==> config.mk <==
export PLATFORM = sky130hd
export DESIGN_NAME = rib_arbiter
export DESIGN_NICKNAME = d
export VERILOG_FILES = /design/src/rtl/rib_arbiter.sv
export SDC_FILE = /design/constraint.sdc
export NUM_CORES = 1
export LEC_CHECK = 0
export ABC_AREA = 1
export BUFFER_PORTS_ARGS = -buffer_cell sky130_fd_sc_hd__buf_2
export CORE_AREA = 2 2 145 147
export DETAILED_ROUTE_END_ITERATION = 7
export DIE_AREA = 0 0 147 149
export HOLD_SLACK_MARGIN = 0.03
export PLACE_DENSITY_LB_ADDON = 0.1
export SYNTH_ARGS = -nofsm -noshare
export SYNTH_HDL_FRONTEND = slang
export SYNTH_SLANG_ARGS = --single-unit
==> constraint.sdc <==
create_clock -name clk -period 1.6 [get_ports clk]
set_input_delay 0.32 -clock clk [delete_from_list [all_inputs] [get_ports clk]]
set_output_delay 0.32 -clock clk [all_outputs]
set_load 0.05 [all_outputs]
==> src/rtl/rib_arbiter.sv <==
// rib_arbiter: two-master (JTAG, core) to four-slave bus sequencer.
// Arbitrates round-robin on ties, decodes the slave from addr[31:28], and
// completes every transaction with a one-cycle ack. A missing slave ack ends
// in a timeout error, and an unmapped address ends in a decode error.
//
// state | meaning
// IDLE  | sample m_req_i, grant a master, latch its command
// BUSY  | s_req_o held to the selected slave, waiting for its ack or timeout
// RESP  | one-cycle m_ack_o to the granted master with latched rdata/err
module rib_arbiter #(
  parameter int unsigned TIMEOUT = 16  // 2..255 BUSY cycles before error
) (
  input  logic         clk,
  input  logic         rst,
  input  logic [1:0]   m_req_i,
  input  logic         m0_we_i,
  input  logic         m1_we_i,
  input  logic [31:0]  m0_addr_i,
  input  logic [31:0]  m1_addr_i,
  input  logic [31:0]  m0_wdata_i,
  input  logic [31:0]  m1_wdata_i,
  output logic [1:0]   m_ack_o,
  output logic         m_err_o,
  output logic [31:0]  m_rdata_o,
  output logic [3:0]   s_req_o,
  output logic         s_we_o,
  output logic [31:0]  s_addr_o,
  output logic [31:0]  s_wdata_o,
  input  logic [3:0]   s_ack_i,
  input  logic [127:0] s_rdata_i,
  output logic         gnt_o
);

  typedef enum logic [1:0] {IDLE, BUSY, RESP} state_t;

  localparam logic [7:0] CNT_LAST = 8'(TIMEOUT - 1);

  state_t      state_q, state_d;
  logic        gnt_d, we_d, err_q, err_d;
  logic [31:0] addr_d, wdata_d, rdata_q, rdata_d;
  logic [7:0]  cnt_q, cnt_d;
  logic        win;
  logic        req_we;
  logic [31:0] req_addr, req_wdata;
  logic [1:0]  sel;

  // Selected slave; only meaningful in BUSY, where addr[31:30] is known zero.
  assign sel = s_addr_o[29:28];

  // State and latched command/response registers.
  always_ff @(posedge clk or negedge rst) begin
    if (!rst) begin
      state_q   <= IDLE;
      gnt_o     <= 1'b1;
      s_we_o    <= 1'b0;
      s_addr_o  <= '0;
      s_wdata_o <= '0;
      rdata_q   <= '0;
      err_q     <= 1'b0;
      cnt_q     <= '0;
    end else begin
      state_q   <= state_d;
      gnt_o     <= gnt_d;
      s_we_o    <= we_d;
      s_addr_o  <= addr_d;
      s_wdata_o <= wdata_d;
      rdata_q   <= rdata_d;
      err_q     <= err_d;
      cnt_q     <= cnt_d;
    end
  end

  // Arbitration, decode, ack/timeout handling and next state.
  always_comb begin
    state_d   = state_q;
    gnt_d     = gnt_o;
    we_d      = s_we_o;
    addr_d    = s_addr_o;
    wdata_d   = s_wdata_o;
    rdata_d   = rdata_q;
    err_d     = err_q;
    cnt_d     = cnt_q;
    // On a tie the master that was not granted last wins.
    win       = (m_req_i == 2'b11) ? ~gnt_o : m_req_i[1];
    req_we    = win ? m1_we_i    : m0_we_i;
    req_addr  = win ? m1_addr_i  : m0_addr_i;
    req_wdata = win ? m1_wdata_i : m0_wdata_i;
    case (state_q)
      IDLE: begin
        if (m_req_i != 2'b00) begin
          gnt_d   = win;
          we_d    = req_we;
          addr_d  = req_addr;
          wdata_d = req_wdata;
          cnt_d   = '0;
          if (req_addr[31:30] == 2'b00) begin
            state_d = BUSY;
          end else begin
            err_d   = 1'b1;
            rdata_d = '0;
            state_d = RESP;
          end
        end
      end
      BUSY: begin
        // The ack is checked first so it wins over a same-cycle timeout.
        if (s_ack_i[sel]) begin
          rdata_d = s_rdata_i[{sel, 5'b00000} +: 32];
          err_d   = 1'b0;
          state_d = RESP;
        end else if (cnt_q == CNT_LAST) begin
          rdata_d = '0;
          err_d   = 1'b1;
          state_d = RESP;
        end else begin
          cnt_d = cnt_q + 8'd1;
        end
      end
      RESP:    state_d = IDLE;
      default: state_d = IDLE;
    endcase
  end

  // Bus strobes decoded from the current state.
  always_comb begin
    s_req_o   = (state_q == BUSY) ? (4'b0001 << sel) : 4'b0000;
    m_ack_o   = (state_q == RESP) ? (2'b01 << gnt_o) : 2'b00;
    m_err_o   = (state_q == RESP) & err_q;
    m_rdata_o = rdata_q;
  end

endmodule

After elaboration in Yosys (flattened, before gate mapping)
Cells that the tools add are included.
- RAM bits: 0
- input bits: 266
- logic and storage cells: 59
- output and inout port bits: 105
- ROM bits: 0
- latch bits: 0
- memories kept: 0
- register bits: 109
- muxes and demuxes: 27
- $add $sub $neg: 1
- $mul: 0
- shifts and indexed selects: 3
- reductions and logical operators: 8
- eq/ne operators: 9
- bitwise logic cells: 2
- $lt $le $gt $ge: 1
- divide/modulo/power cells: 0
- operator list (kind ; count):
    $mux 32 ; 6
    $shiftx 128x8->32 ; 1
    $pmux 32 s2 ; 1
    $mux 8 ; 3
    $pmux 8 s2 ; 1
    $mux 2 ; 5
    $add 8x1->8 const B ; 1
    $eq 8x4->1 const B ; 1
    $ne 2x2->1 const B ; 4
    $reduce_and 4->1 ; 2
    $mux 1 ; 7
    $eq 2x2->1 const B ; 2
    $logic_not 2->1 ; 2
    $mux 4 ; 1
    $pmux 2 s2 ; 1
    $reduce_and 2->1 ; 2
    $reduce_bool 2->1 ; 2
    $shl 1x2->4 const A ; 1
    $lt 2x3->1 const B ; 1
    $ne 3x3->1 const B ; 1
    $bmux 1 s2 ; 1
    $eq 2x1->1 const B ; 1
    $pmux 1 s2 ; 1
    $shl 1x1->2 const A ; 1
    other kinds (2) ; 2

Longest topological paths before layout
- depth after elaboration: 7
- depth in mapped cells: 11

Least setup slack after synthesis
Ideal clock, no wire load.
- path type: reg-to-output
- from: register s_addr_o[28]
- to: output s_req_o[1]
- arrival: 1.992 ns
- path buffers: 1
- data required time: 1.280 ns
- cell stages (with the launch flop): 4
- path slack: -0.712 ns
- cell sequence: dfrtp_1 -> buf_6 -> inv_4 -> nor3_1
- cells in the longest elaborated chain, start to end: 2
- RTL lines (item ; RTL line ; text):
    from (decl) ; 27 ; output logic [31:0] s_addr_o,
    from (signal assigned) ; 65 ; s_addr_o <= addr_d;
    $shl 1x2->4 ; 126 ; s_req_o = (state_q == BUSY) ? (4'b0001 << sel) : 4'b0000;
    $mux 4 ; 126 ;
    to (decl) ; 25 ; output logic [3:0] s_req_o,
No other way between the ends.

Worst setup path in the final report
- from: register state_q[1]
- to: output s_req_o[1]
- cells in the longest elaborated chain, start to end: 2
- RTL lines (item ; RTL line ; text):
    from (decl) ; 38 ; state_t state_q, state_d;
    from (signal assigned) ; 62 ; state_q <= state_d;
    $eq 2x1->1 ; 126 ;
    $mux 4 ; 126 ;
No other way between the ends.

==> results.py <==
metrics = {
    "floorplanning": {
        "start_util_pct": 27.9,
        "rows": 53,
        "die_area_um2": 21900,
        "dieWidth_um": 147,
        "ios": 371,
        "fp.dieH_um": 149,
        "core_area_um2": 20600,
    },
    "cts": {
        "worstSkewPairLatency_ps": 360,
        "cts_buffers": 9,
        "cts_buffer_depth": 2,
        "clkSinkCount": 109,
        "cts.clk_slew.worst_paths_ps": 90,
        "h-tree-depth": 3,
        "cts_tree": "built",
        "root_buffer": "clkbuf_16",
    },
    "min_path": {
        "holdPathStages": 3,
        "hold_class": "in2reg",
        "whs_endpoint": "s_addr_o[11]",
        "min-delay-start": "m1_addr_i[11]",
    },
    "cells_and_area": {
        "area_growth_syn_to_layout_pct": 64.3,
        "nets": 1411,
        "final_common_cell": "buf_2",
        "fillerInstances": 2113,
        "layout-drive-gt1-share_pct": 50.7,
        "final_cell_mix": "buf_2, nand2_1, dfrtp_1, nor2_1, o21ai_1",
        "stdcell_area_um2": 9420,
    },
    "global_route": {
        "track_usage_pct": 18.9,
        "grt_pass1_vias": 6373,
        "antenna_found_initial": 2,
        "grt-ovfl-total": 0,
        "grt_max_degree": 57,
        "grt_pass1_wl_um": 32900,
    },
    "timing": {
        "min_period_ps": 1670,
        "hold_viol": 0,
        "timing.fmax_ghz": 0.600,
        "finalHoldWorstSlack_ps": 213,
        "setup_viol": 25,
        "slew_viol_final": 0,
        "rsz0062_at_grt": "true",
        "worst_slew_pin_slew_ps": 333,
        "relSlewSlack_pct": 77.8,
        "finalCritPeriodShare_pct": 104,
        "skew_ps": 11.7,
        "setup_slack_ps": -65.8,
    },
    "placement": {
        "dpl.hpwl_um": 15900,
        "dpl_cell_area_um2": 8130,
        "place_congestion": 0.765,
        "port_buffers": 370,
    },
    "pwr": {
        "peakVddDrop_mv": 1.26,
        "p_leak_nw": 5.04,
        "p_total_mw": 19.8,
        "power.density_nw_per_um2": 2100,
    },
    "route": {
        "viasPerCell": 4.61,
        "drc_errors": 0,
        "ant_nets": 0,
        "wl_um": 23100,
        "first_pass_iters": 4,
        "vias": 6561,
        "wl_per_cell_um": 16.2,
        "first_iter_violations": 164,
    },
    "yosys": {
        "ys_seq_area_share_pct": 47.6,
        "syn_inst": 741,
        "ys.flop_type": "dfrtp_1",
        "synth_nets": 1008,
        "ys_warn_count": 0,
        "ys_ff_latch": 109,
        "syn_area_um2": 5730,
        "synth_edf_count": 0,
        "yosys.area.top_type_share_pct": 47.2,
        "synth.largest_area_cell": "dfrtp_1",
        "synth.distinct_cells": 32,
        "synthArstFlopShare_pct": 100,
        "synth_area_leaders": "dfrtp_1, nand2_1, a22oi_1",
        "avgSynthCellArea_um2": 7.74,
    },
    "worst_setup_path": {
        "crit_type": "reg2out",
        "critPathLaunchType": "flip-flop",
        "crit_required_ps": 1280,
        "rr_worst_depth": 11,
        "cp_max_fo": 4,
        "reg2reg_slack_ps": -40,
        "r2r_start": "s_addr_o[29]",
        "end_kind": "output pin",
        "critPathArrivalTime_ps": 1350,
        "r2r_end": "m_rdata_o[5]",
    },
    "run_status": {
        "violations": "negative setup slack",
        "status": "finished with violations",
    },
    "job": {
        "drv_cap": 0,
    },
}
## worst max-delay path by stage
stage / slack (ps) / depth (start not counted) / startpoint / to
4_1_cts: -80 / 3 / s_addr_o[29] / s_req_o[1]
3_5_place_dp: 50 / 5 / state_q[1] / s_req_o[1]
6_report: -70 / 5 / state_q[1] / s_req_o[1]
5_1_grt: -120 / 4 / gnt_o / m_ack_o[1]
2_1_floorplan: 20 / 9 / gnt_o / m_rdata_o[10]
3_3_place_gp: 70 / 9 / gnt_o / m_rdata_o[11]
## critical path, cell delays in order, from the launching register on
cell and delay, ps:
dfrtp_1 400, inv_2 90, nand2_4 60, buf_8 140
nor3_4 140, buf_6 180
## where the power goes
part / internal [mW] / switching, mW
registers: 3.88 / 0.682
clock network: 1.24 / 1.14
logic: 4.14 / 8.67
total: 9.27 / 10.5
## state kept, by name, summed over array words and instances, names as in the netlist
name,count
m_rdata_o,32
err_q,1
state_q,2
gnt_o,1
s_wdata_o,32
s_we_o,1
cnt_q,8
s_addr_o,32
## per-layer routing
metal	part of all wire [%]	track usage [%]	wire length (um)	vias to the layer above
li1	-	-	-	3257
met1	41	22.3	9420	3024
met2	50	33.4	11600	256
met3	7.3	5.50	1680	22
met4	1.6	5.72	364	2
met5	0.052	0	12	-
## per-stage QoR
step / instances / setup TNS (ps) / utilization (%) / setup WS (ps)
final: 1424 / -606 / 45.8 / -65.8
after CTS: 1397 / -373 / 42.0 / -81.9
after detailed placement: 1370 / 0 / 39.5 / 54.3
after floorplan: 741 / 0 / - / 18.7
after global placement: 1370 / 0 / 39.5 / 66.0
after global routing: 1424 / -3750 / 45.8 / -115
## logic make-up (layout without fill, tap and decap cells)
kind of cell / Yosys count / after routing / share of synthesized area, %
compound gates: 185 / 185 / 18.6
simple gates: 373 / 373 / 26.7
fa+ha+maj: 1 / 1 / 0.218
other cells: 0 / 1 / 0
flops: 109 / 109 / 47.6
buf+inv: 69 / 476 / 6.33
xor+xnor: 4 / 4 / 0.611
## cells in the mapped netlist, types with 2 or more instances
cell type    n
nand2_1    243
dfrtp_1    108
nor2_1      81
o21ai_0     76
a22oi_1     53
o21ai_1     53
nand3_1     25
buf_2       23
inv_1       16
clkbuf_1    15
nand2_2     11
buf_6        6
xor2_1       4
clkbuf_2     3
buf_4        2
inv_2        2
nand3_2      2
nor2_2       2
nor3_1       2
o22ai_1      2
## cell type report
type,instances,area (um^2),area share (%)
Antenna cell,1,2.50,0.0266
Clock buffer,9,225,2.39
Clock inverter,6,77.6,0.824
Inverter,19,87.6,0.930
Multi-Input combinational cell,563,3100,32.9
Sequential cell,109,2730,29.0
Tap cell,275,344,3.65
Timing Repair Buffer,442,2850,30.2
## timing repair
action,in CTS,in global routing
hold buffers,1,0
gates resized for setup,32,194
gates cloned,0,11
pin swaps,3,10
setup endpoints to repair,9,110
setup buffers,11,16
endpoints found under the hold margin,108,0
Power figures use the tool's default switching activity.
